==> src/rtl/uart_inst_rx_if.sv <==
// Bus between a host-side UART byte source / sequencer and the
// uart_inst_rx instruction parser. The master modport is the
// environment (UART RX, TX busy, sequencer). The slave modport is
// the parser block.
interface uart_inst_rx_if #(
  parameter int FIFO_AW = 3,
  parameter int INST_W  = 8
);

  // UART receive side and TX back-pressure
  logic [7:0]        i_rx_data;
  logic              i_rx_valid;
  logic              i_tx_busy;

  // Instruction issue to the sequencer, plus status
  logic [INST_W-1:0] o_inst;
  logic              o_inst_valid;
  logic              o_parse_err;
  logic              o_ovf;
  logic [FIFO_AW:0]  o_level;

  modport master (
    output i_rx_data,
    output i_rx_valid,
    output i_tx_busy,
    input  o_inst,
    input  o_inst_valid,
    input  o_parse_err,
    input  o_ovf,
    input  o_level
  );

  modport slave (
    input  i_rx_data,
    input  i_rx_valid,
    input  i_tx_busy,
    output o_inst,
    output o_inst_valid,
    output o_parse_err,
    output o_ovf,
    output o_level
  );

endinterface

==> src/rtl/uart_inst_rx.sv <==
// UART-side instruction source.
// ASCII hex pairs arriving from the UART receiver are assembled into
// bytes and queued in a small FIFO. Each byte is then issued to the
// sequencer as a one-cycle strobe. Issues are spaced at least
// ISSUE_GAP idle cycles apart, and they are held off while the UART
// TX is busy, so that the replies from the sequencer are not overrun.
module uart_inst_rx #(
  parameter int FIFO_AW   = 3,
  parameter int ISSUE_GAP = 16,
  parameter int INST_W    = 8
) (
  input logic          clk,
  input logic          rst,
  uart_inst_rx_if.slave bus
);

  localparam int               DEPTH_I = 2 ** FIFO_AW;
  localparam logic [FIFO_AW:0] DEPTH   = (FIFO_AW + 1)'(DEPTH_I);
  localparam logic [7:0]       GAP_LD  = 8'(ISSUE_GAP);

  typedef enum logic {
    P_IDLE,
    P_HI
  } pstate_t;

  // ---------------------------------------------------------------
  // Character classification
  // ---------------------------------------------------------------
  logic       is_hex;
  logic       is_ws;
  logic [3:0] nib;

  // Decode the incoming ASCII byte into HEX / WS / BAD and a nibble value
  always_comb begin
    is_hex = 1'b0;
    is_ws  = 1'b0;
    nib    = '0;
    case (bus.i_rx_data) inside
      [8'h30:8'h39]: begin
        is_hex = 1'b1;
        nib    = bus.i_rx_data[3:0];
      end
      [8'h41:8'h46], [8'h61:8'h66]: begin
        is_hex = 1'b1;
        nib    = bus.i_rx_data[3:0] + 4'd9;
      end
      8'h20, 8'h0D, 8'h0A: begin
        is_ws = 1'b1;
      end
      default: begin
        is_hex = 1'b0;
        is_ws  = 1'b0;
      end
    endcase
  end

  // ---------------------------------------------------------------
  // Parser FSM
  // ---------------------------------------------------------------
  pstate_t    pstate;
  pstate_t    pstate_nxt;
  logic [3:0] hi_nib;
  logic [3:0] hi_nib_nxt;
  logic       push_req;
  logic [7:0] push_byte;
  logic       err_nxt;
  logic       parse_err_r;

  // Parser state and held high nibble
  always_ff @(posedge clk) begin
    if (rst) begin
      pstate <= P_IDLE;
      hi_nib <= '0;
    end else begin
      pstate <= pstate_nxt;
      hi_nib <= hi_nib_nxt;
    end
  end

  // Parser next state, push request and error detection
  always_comb begin
    pstate_nxt = pstate;
    hi_nib_nxt = hi_nib;
    push_req   = 1'b0;
    push_byte  = {hi_nib, nib};
    err_nxt    = 1'b0;
    if (bus.i_rx_valid) begin
      unique case (pstate)
        P_IDLE: begin
          if (is_hex) begin
            hi_nib_nxt = nib;
            pstate_nxt = P_HI;
          end else if (!is_ws) begin
            err_nxt = 1'b1;
          end
        end
        P_HI: begin
          // Any non-hex character here abandons the half-built byte
          if (is_hex) begin
            push_req = 1'b1;
          end else begin
            err_nxt = 1'b1;
          end
          hi_nib_nxt = '0;
          pstate_nxt = P_IDLE;
        end
        default: begin
          pstate_nxt = P_IDLE;
        end
      endcase
    end
  end

  // Error pulse is registered and appears the cycle after the bad strobe
  always_ff @(posedge clk) begin
    if (rst) begin
      parse_err_r <= 1'b0;
    end else begin
      parse_err_r <= err_nxt;
    end
  end

  // ---------------------------------------------------------------
  // FIFO and issue control
  // ---------------------------------------------------------------
  logic [7:0]        mem [DEPTH_I];
  logic [FIFO_AW-1:0] wr_ptr;
  logic [FIFO_AW-1:0] rd_ptr;
  logic [FIFO_AW:0]  count;
  logic              full;
  logic              pop;
  logic              do_push;
  logic              drop;
  logic [7:0]        gap;
  logic [INST_W-1:0] inst_r;
  logic              inst_valid_r;
  logic              ovf_r;

  // Issue and push decisions for this cycle.
  // A pop frees a slot on the same edge, so a push into a full FIFO is
  // accepted when an issue happens in that cycle.
  always_comb begin
    full    = (count == DEPTH);
    pop     = (count != '0) && (gap == '0) && !bus.i_tx_busy && !inst_valid_r;
    do_push = push_req && (!full || pop);
    drop    = push_req && full && !pop;
  end

  // FIFO storage; the pointers gate validity, so no reset is needed here
  always_ff @(posedge clk) begin
    if (do_push && !rst) begin
      mem[wr_ptr] <= push_byte;
    end
  end

  // FIFO pointers, occupancy and sticky overflow
  always_ff @(posedge clk) begin
    if (rst) begin
      wr_ptr <= '0;
      rd_ptr <= '0;
      count  <= '0;
      ovf_r  <= 1'b0;
    end else begin
      if (do_push) begin
        wr_ptr <= wr_ptr + 1'b1;
      end
      if (pop) begin
        rd_ptr <= rd_ptr + 1'b1;
      end
      unique case ({do_push, pop})
        2'b10:   count <= count + 1'b1;
        2'b01:   count <= count - 1'b1;
        default: count <= count;
      endcase
      if (drop) begin
        ovf_r <= 1'b1;
      end
    end
  end

  // Issue register: the popped head drives the sequencer for one cycle
  always_ff @(posedge clk) begin
    if (rst) begin
      inst_r       <= '0;
      inst_valid_r <= 1'b0;
    end else begin
      inst_valid_r <= pop;
      if (pop) begin
        inst_r <= mem[rd_ptr][INST_W-1:0];
      end
    end
  end

  // Pacing counter: reloaded on issue, counts down to zero otherwise
  always_ff @(posedge clk) begin
    if (rst) begin
      gap <= '0;
    end else if (pop) begin
      gap <= GAP_LD;
    end else if (gap != '0) begin
      gap <= gap - 1'b1;
    end
  end

  assign bus.o_inst       = inst_r;
  assign bus.o_inst_valid = inst_valid_r;
  assign bus.o_parse_err  = parse_err_r;
  assign bus.o_ovf        = ovf_r;
  assign bus.o_level      = count;

endmodule

==> src/flat_wrapper.sv <==
// flat-port wrapper written by rule: the top's interface ports become plain ports
module uart_inst_rx_flat 
#(
  parameter int FIFO_AW   = 3,
  parameter int ISSUE_GAP = 16,
  parameter int INST_W    = 8
)
  (clk, rst, bus_i_rx_data, bus_i_rx_valid, bus_i_tx_busy, bus_o_inst, bus_o_inst_valid, bus_o_parse_err, bus_o_ovf, bus_o_level);
  uart_inst_rx_if #(.FIFO_AW(FIFO_AW), .INST_W(INST_W)) bus_i ();
  input logic clk;
  input logic rst;
  input wire logic [$bits(bus_i.i_rx_data)-1:0] bus_i_rx_data;
  input wire logic [$bits(bus_i.i_rx_valid)-1:0] bus_i_rx_valid;
  input wire logic [$bits(bus_i.i_tx_busy)-1:0] bus_i_tx_busy;
  output wire logic [$bits(bus_i.o_inst)-1:0] bus_o_inst;
  output wire logic [$bits(bus_i.o_inst_valid)-1:0] bus_o_inst_valid;
  output wire logic [$bits(bus_i.o_parse_err)-1:0] bus_o_parse_err;
  output wire logic [$bits(bus_i.o_ovf)-1:0] bus_o_ovf;
  output wire logic [$bits(bus_i.o_level)-1:0] bus_o_level;
  assign bus_i.i_rx_data = bus_i_rx_data;
  assign bus_i.i_rx_valid = bus_i_rx_valid;
  assign bus_i.i_tx_busy = bus_i_tx_busy;
  assign bus_o_inst = bus_i.o_inst;
  assign bus_o_inst_valid = bus_i.o_inst_valid;
  assign bus_o_parse_err = bus_i.o_parse_err;
  assign bus_o_ovf = bus_i.o_ovf;
  assign bus_o_level = bus_i.o_level;
  uart_inst_rx #(.FIFO_AW(FIFO_AW), .ISSUE_GAP(ISSUE_GAP), .INST_W(INST_W)) u_core (.clk(clk), .rst(rst), .bus(bus_i));
endmodule
==> config.mk <==
export PLATFORM = sky130hd
export DESIGN_NAME = uart_inst_rx_flat
export DESIGN_NICKNAME = d
export VERILOG_FILES = /design/src/rtl/uart_inst_rx_if.sv /design/src/rtl/uart_inst_rx.sv /design/src/flat_wrapper.sv
export SDC_FILE = /design/constraint.sdc
export NUM_CORES = 1
export LEC_CHECK = 0
export BUFFER_PORTS_ARGS = -buffer_cell sky130_fd_sc_hd__buf_2
export CAP_MARGIN = 20
export CORE_MARGIN = 2
export CORE_UTILIZATION = 55
export DETAILED_ROUTE_END_ITERATION = 6
export MAX_ROUTING_LAYER = met4
export PLACE_DENSITY = 0.73
export SLEW_MARGIN = 0
export SYNTH_ARGS = -nofsm -noshare
export SYNTH_HDL_FRONTEND = slang
export SYNTH_SLANG_ARGS = --single-unit
export TNS_END_PERCENT = 20
==> constraint.sdc <==
create_clock -name clk -period 5.2 [get_ports clk]
set_input_delay 0.78 -clock clk [delete_from_list [all_inputs] [get_ports clk]]
set_output_delay 0.78 -clock clk [all_outputs]
set_load 0.02 [all_outputs]
[Yosys cells after proc, flatten, opt, wreduce, memory -nomap -nowiden]
Memory sizes are Yosys's and may differ from the RTL's. A register that Yosys moved wholly into a read port is not among the register bits.
Cells that the tools add are included.
Operators by class
  add/sub/neg operators: 6
  order comparisons: 6
  equality and inequality tests: 7
  muxes and demuxes: 22
  bitwise gates (word level): 2
  reductions and logical operators: 26
Operator list (number)
  8-bit by 4-bit == test with 1-bit output, second input constant: 2
  8-bit by 7-bit >= comparator with 1-bit output, second input constant: 2
  8-bit by 7-bit <= comparator with 1-bit output, second input constant: 2
  4-bit case mux with 2 select lines: 2
  1-bit 2-to-1 mux: 13
  4-bit 2-to-1 mux: 3
  1-bit logical AND: 10
  5-bit 2-to-1 mux: 2
  8-bit by 6-bit == test with 1-bit output, second input constant: 1
  8-bit by 6-bit >= comparator with 1-bit output, second input constant: 1
  8-bit by 6-bit <= comparator with 1-bit output, second input constant: 1
  8-bit logical NOT: 1
  8-bit nonzero test: 1
  8-bit by 1-bit subtractor with 8-bit output, second input constant: 1
  3-bit by 1-bit adder with 3-bit output, second input constant: 2
  2-bit OR reduction: 3
  1-bit logical NOT: 5
  4-bit by 1-bit adder with 4-bit output, second input constant: 1
  4-bit adder, second input constant: 1
  4-bit == test, second input constant: 1
  1-bit case mux with 2 select lines: 2
  2-bit nonzero test: 2
  4-bit nonzero test: 1
  4-bit by 1-bit subtractor with 4-bit output, second input constant: 1
  7 further kinds: 8
Storage, ports and cells
  flip-flop bits (word level): 26
  memory bits (writable): 64
  input bits: 12
  output and inout bits: 15
  logic and storage cells: 80
  memories kept: 1
Memories
  u_core.mem: words 8, bits a word 8, rd ports 1, clocked after memory_dff 1, write ports 1, line uart_inst_rx.sv:126  | logic [7:0] mem [DEPTH_I];

[Depth between registers and ports, before layout]
  depth after elaboration: 12
  gate-level depth with buffers: 14
  gate-level depth less buffers: 13

[Worst setup path before layout]
Ideal clock, no wire load.
  path kind: input port to flip-flop
  start: input bus_i_rx_data[1]
  end: register u_core.count[3] (netlist: u_core.bus.o_level[3])
  library setup time: 71 ps
  data arrival time: 3117 ps
  data required time: 5129 ps
  slack: 2012 ps
  cell stages on the path: 13
  buffers on the path: 0
  cell sequence: inv_1 > ha_1 > or3b_1 > o311a_2 > o211a_1 > nand2_1 > ha_1 > ha_1 > a21o_1 > a21oi_1 > xnor2_1 > or3_1 > a21oi_1
Between the ends
  word-level cells in the longest chain between the ends: 11
  elaborated cells between the ends (all ways): 20
  those cells by class: order compare (6); eq/ne (2); mux (6); reduce/logical (6)
Ends and longest elaborated chain
  start, declared: line flat_wrapper.sv:12  | input wire logic [$bits(bus_i.i_rx_data)-1:0] bus_i_rx_data;
  8-bit by 7-bit >= comparator with 1-bit output (no source line) / 8-bit by 7-bit <= comparator with 1-bit output (equally long branches)
  1-bit logical AND (no source line)
  2-bit OR reduction: line uart_inst_rx.sv:38  | case (bus.i_rx_data) inside
  1-bit 2-to-1 mux: line uart_inst_rx.sv:38
  1-bit 2-to-1 mux (*): line uart_inst_rx.sv:38
  1-bit 2-to-1 mux (*): line uart_inst_rx.sv:99  | if (is_hex) begin
  1-bit 2-to-1 mux (*): line uart_inst_rx.sv:88  | unique case (pstate)
  1-bit 2-to-1 mux (*): line uart_inst_rx.sv:87  | if (bus.i_rx_valid) begin
  1-bit logical AND (*): line uart_inst_rx.sv:145  | do_push = push_req && (!full || pop);
  2-bit by 1-bit == test with 1-bit output / 2-bit == test (equally long branches): line uart_inst_rx.sv:170  | unique case ({do_push, pop})
  4-bit case mux with 2 select lines / 2-bit nonzero test (equally long branches)
  end signal, assigned: line uart_inst_rx.sv:171  | 2'b10: count <= count + 1'b1;
  end signal, assigned: line uart_inst_rx.sv:172  | 2'b01: count <= count - 1'b1;
  end signal, assigned: line uart_inst_rx.sv:173  | default: count <= count;
  end, declared: line uart_inst_rx.sv:129  | logic [FIFO_AW:0] count;
Mark *: on every way between the ends. The rest lies on a longest branch, timed or not.
A chain may end at the register's enable or synchronous reset.

[Final worst setup path]
  start: register u_core.gap[0]
  end: register u_core.count[3] (netlist: u_core.bus.o_level[3])
Between the ends
  word-level cells in the longest chain between the ends: 8
  elaborated cells between the ends (all ways): 10
  those cells by class: eq/ne (2); mux (1); reduce/logical (7)
Ends and longest elaborated chain
  start, declared: line uart_inst_rx.sv:134  | logic [7:0] gap;
  start signal, assigned: line uart_inst_rx.sv:201  | gap <= gap - 1'b1;
  8-bit logical NOT (*): line uart_inst_rx.sv:144  | pop = (count != '0) && (gap == '0) && !bus.i_tx_busy && !inst_valid_r;
  1-bit logical AND (*) (3 in a row): line uart_inst_rx.sv:144
  1-bit logical OR: line uart_inst_rx.sv:145
  1-bit logical AND: line uart_inst_rx.sv:145
  2-bit by 1-bit == test with 1-bit output / 2-bit == test (equally long branches): line uart_inst_rx.sv:170
  4-bit case mux with 2 select lines / 2-bit nonzero test (equally long branches)
Marked as above.

==> results by group <==
Clock network
  • H-Tree Depth: 3
  • CTS root buf: clkbuf_8
  • CTS clk-pin slew, worst paths: 0.10 ns
  • Cts hold-fix bufs: 0
  • CTS Sinks: 98
  • Post-CTS sizing: 0
  • Post-CTS Setup Bufs: 0
  • CTS tree: done
  • Clock latency on the worst-skew pair: 0.35 ns
  • Num CTS Buffers: 9
  • CTS max path bufs: 2

STA
  • Actual slew at the worst max-slew pin: 0.887 ns
  • Final Hold Vio Count: 0
  • Sum Neg Setup Slack: 0 ns
  • Final Critical Period: 3.77 ns
  • RSZ-0062 raised after global routing: false
  • Endpoints failing setup: 0
  • Slew Viols, Final: 0
  • Layout Skew: 0.0125 ns
  • Max Clk Rate: 0.265 GHz
  • Slew headroom: 0.405
  • Period utilization: 0.726

Layout
  • Most frequent cells in the layout: 64 x edfxtp_1, 35 x nor2_1, 34 x dfxtp_1
  • Commonest non-fill, non-tap cell in the layout: edfxtp_1
  • N_diodes: 0
  • Final Net Count: 356
  • Layout fillers: 594
  • Area growth syn-to-layout: 10.5%
  • Layout Utilization: 0.617
  • Layout cells sized above 1: 0.231

Drt
  • Drt pass-1 iters: 4
  • Wire per inst: 16.9 um
  • DRC viols: 0
  • Total wire length: 7400 um
  • Vias: 2505
  • Drt via density: 5.71
  • Initial drt markers: 95
  • Final ANT Viol Nets: 0

Floorplan
  • Core Rows: 32
  • Die H: 91.8 um
  • Die Width: 91.8 um
  • Num ports: 27
  • Die footprint: 0.00844 mm2
  • Core Area: 0.00761 mm2
  • Initial Util: 0.558

Synth
  • Syn avg cell area: 14.0 um2
  • Post-synth EDFFs: 64
  • Ys flop type: edfxtp_1
  • Synthesized flop and latch total: 98
  • Post-synthesis async set-or-reset flop share: 0
  • Synth cell types: 56
  • Post-Syn Nets: 328
  • Yosys warning count: 0
  • Synthesized area: 0.00424 mm2
  • Post-Syn Instances: 304
  • Part of the Yosys area used for sequential elements: 0.613

Critical path
  • CP Capture Type: register
  • Worst-path fanout max: 20
  • Worst path cell trace: inv_1 -> ha_1 -> nor4b_4 -> nand4b_1 -> nand3_1 -> nand2_1 -> ha_1 -> ha_1 -> a21o_1 -> a21oi_1 -> xnor2_1 -> or3_1 -> a21oi_1
  • Biggest cell delay along the critical path: 0.78 ns
  • WP data required: 5.48 ns
  • WP data arrival: 4.06 ns
  • Crit path kind: register to register
  • Most frequent CP cell: ha_1
  • Critical Path Slowest Stage Cell: nand4b_1
  • Startpoint Class: register

Global routing
  • First-pass GRT wire length: 12100 um
  • Pin count of the biggest net entering global routing: 40
  • Vias in the first global route: 2438
  • Initial antenna violation count: 0
  • Total grt overflow: 0
  • Gr usage total: 0.194

Job
  • Max-capacitance violation count: 0

Placement
  • Detail Placement HPWL: 4890 um
  • Number of I/O port buffers: 26
  • GPL Wtd Cong: 0.788

Pwr
  • Static leakage: 1.60 nW
  • VDD IR max: 0.148 mV
  • Pwr per Cell Area: 337 mW/mm2

Hold path
  • HP Class: register to register

Run status
  • Status: completed
[report_power, final]
| group | total (mW) | switching [mW] | internal (mW) | leakage (nW) |
|---|---|---|---|---|
| Sequential | 0.870 | 0.0236 | 0.847 | 0.812 |
| Combinational | 0.184 | 0.0990 | 0.0848 | 0.682 |
| Clock | 0.526 | 0.253 | 0.272 | 0.103 |
| Total | 1.58 | 0.376 | 1.20 | 1.60 |
[state kept, by name, indices dropped and copies added (netlist names)]
signal	count
u_core.bus.o_level	4
u_core.pstate	1
u_core.bus.o_ovf	1
u_core.rd_ptr	3
u_core.bus.o_inst_valid	1
u_core.bus.o_parse_err	1
u_core.mem	64
u_core.gap	8
u_core.wr_ptr	3
u_core.bus.o_inst	8
u_core.hi_nib	4
[layout make-up]
type | instances | area (um2) | share of cell area
Tap cell | 102 | 128 | 0.0272
Clock buffer | 10 | 128 | 0.0272
Sequential cell | 98 | 2600 | 0.555
Multi-Input combinational cell | 186 | 1560 | 0.332
Inverter | 7 | 26.3 | 0.00560
Timing Repair Buffer | 30 | 160 | 0.0341
Clock inverter | 6 | 90.1 | 0.0192
[per-stage QoR]
stage          std cells  cell area, um2  power [mW]  hold WS, ns  worst slack [ns]
2_1_floorplan        304            4240        1.03        0.489              2.01
3_3_place_gp         423            4470        1.06        0.463              1.48
3_5_place_dp         423            4470        1.07        0.474              1.39
6_report             439            4690        1.58        0.490              1.43
5_1_grt              439            4690        1.64        0.519              1.14
4_1_cts              439            4690        1.59        0.496              1.44
[cells in the mapped netlist (2+ instances only)]
library cell,number,area [um2]
buf_1,3,11.3
or3_1,4,25.0
xor2_1,4,35.0
inv_1,7,26.3
mux2i_1,10,100
dfxtp_1,34,681
o21ai_0,6,30.0
nor2b_1,4,25.0
nor4_1,4,25.0
nor3_2,3,30.0
nor2_1,35,131
nand2b_1,2,12.5
and4b_1,2,20.0
clkbuf_1,4,15.0
edfxtp_1,64,1920
a22o_1,5,43.8
mux4_2,16,360
nor3b_1,5,37.5
nor3_1,7,35.0
ha_1,11,138
xnor2_1,4,35.0
a21oi_2,2,17.5
nand3_1,3,15.0
buf_2,4,20.0
a21oi_1,20,100
mux2_2,2,22.5
nand2_1,10,37.5
[path summary, 6_finish.rpt]
| path | startpoint | to | slack [ns] | depth (start not counted) |
|---|---|---|---|---|
| worst min-delay path | u_core.bus.o_inst[2]$_SDFFE_PP0P_ | u_core.bus.o_inst[2]$_SDFFE_PP0P_ | 0.49 | 2 |
| worst min register to register | u_core.bus.o_inst[2]$_SDFFE_PP0P_ | u_core.bus.o_inst[2]$_SDFFE_PP0P_ | 0.49 | 2 |
| worst max-delay path | u_core.gap[0]$_SDFFE_PP0P_ | u_core.bus.o_level[3]$_SDFFE_PP0P_ | 1.43 | 13 |
| worst max register to register | u_core.gap[0]$_SDFFE_PP0P_ | u_core.bus.o_level[3]$_SDFFE_PP0P_ | 1.43 | 13 |
[kinds of logic (layout without fill, tap and decap cells)]
logic type,Yosys count,after routing,synth area share
AOI/OAI and AO/OA,43,43,0.0666
adders and majority gates,12,12,0.0371
muxes,28,28,0.114
and+or+nand+nor,95,95,0.133
buffers and inverters,20,53,0.0200
xor gates and xnor gates,8,8,0.0165
DFF,98,98,0.613
[per-layer routing]
layer,track usage,vias to the layer above,wire (um)
met4,0.0560,0,66
met5,-,-,0
li1,-,1208,-
met1,0.257,1242,3470
met3,0.0419,6,279
met2,0.307,49,3590
[critical path, delay by kind of cell, from the launching register on]
family,cells,cell delay [ns]
adder cells (fa/ha/maj),3,0.68
XOR/XNOR,1,0.09
buffers and inverters,1,0.10
AO/OA/AOI/OAI,3,0.48
flip-flops,1,0.32
AND/OR/NAND/NOR,5,2.03
No activity file was read; power rests on OpenSTA's default activity.
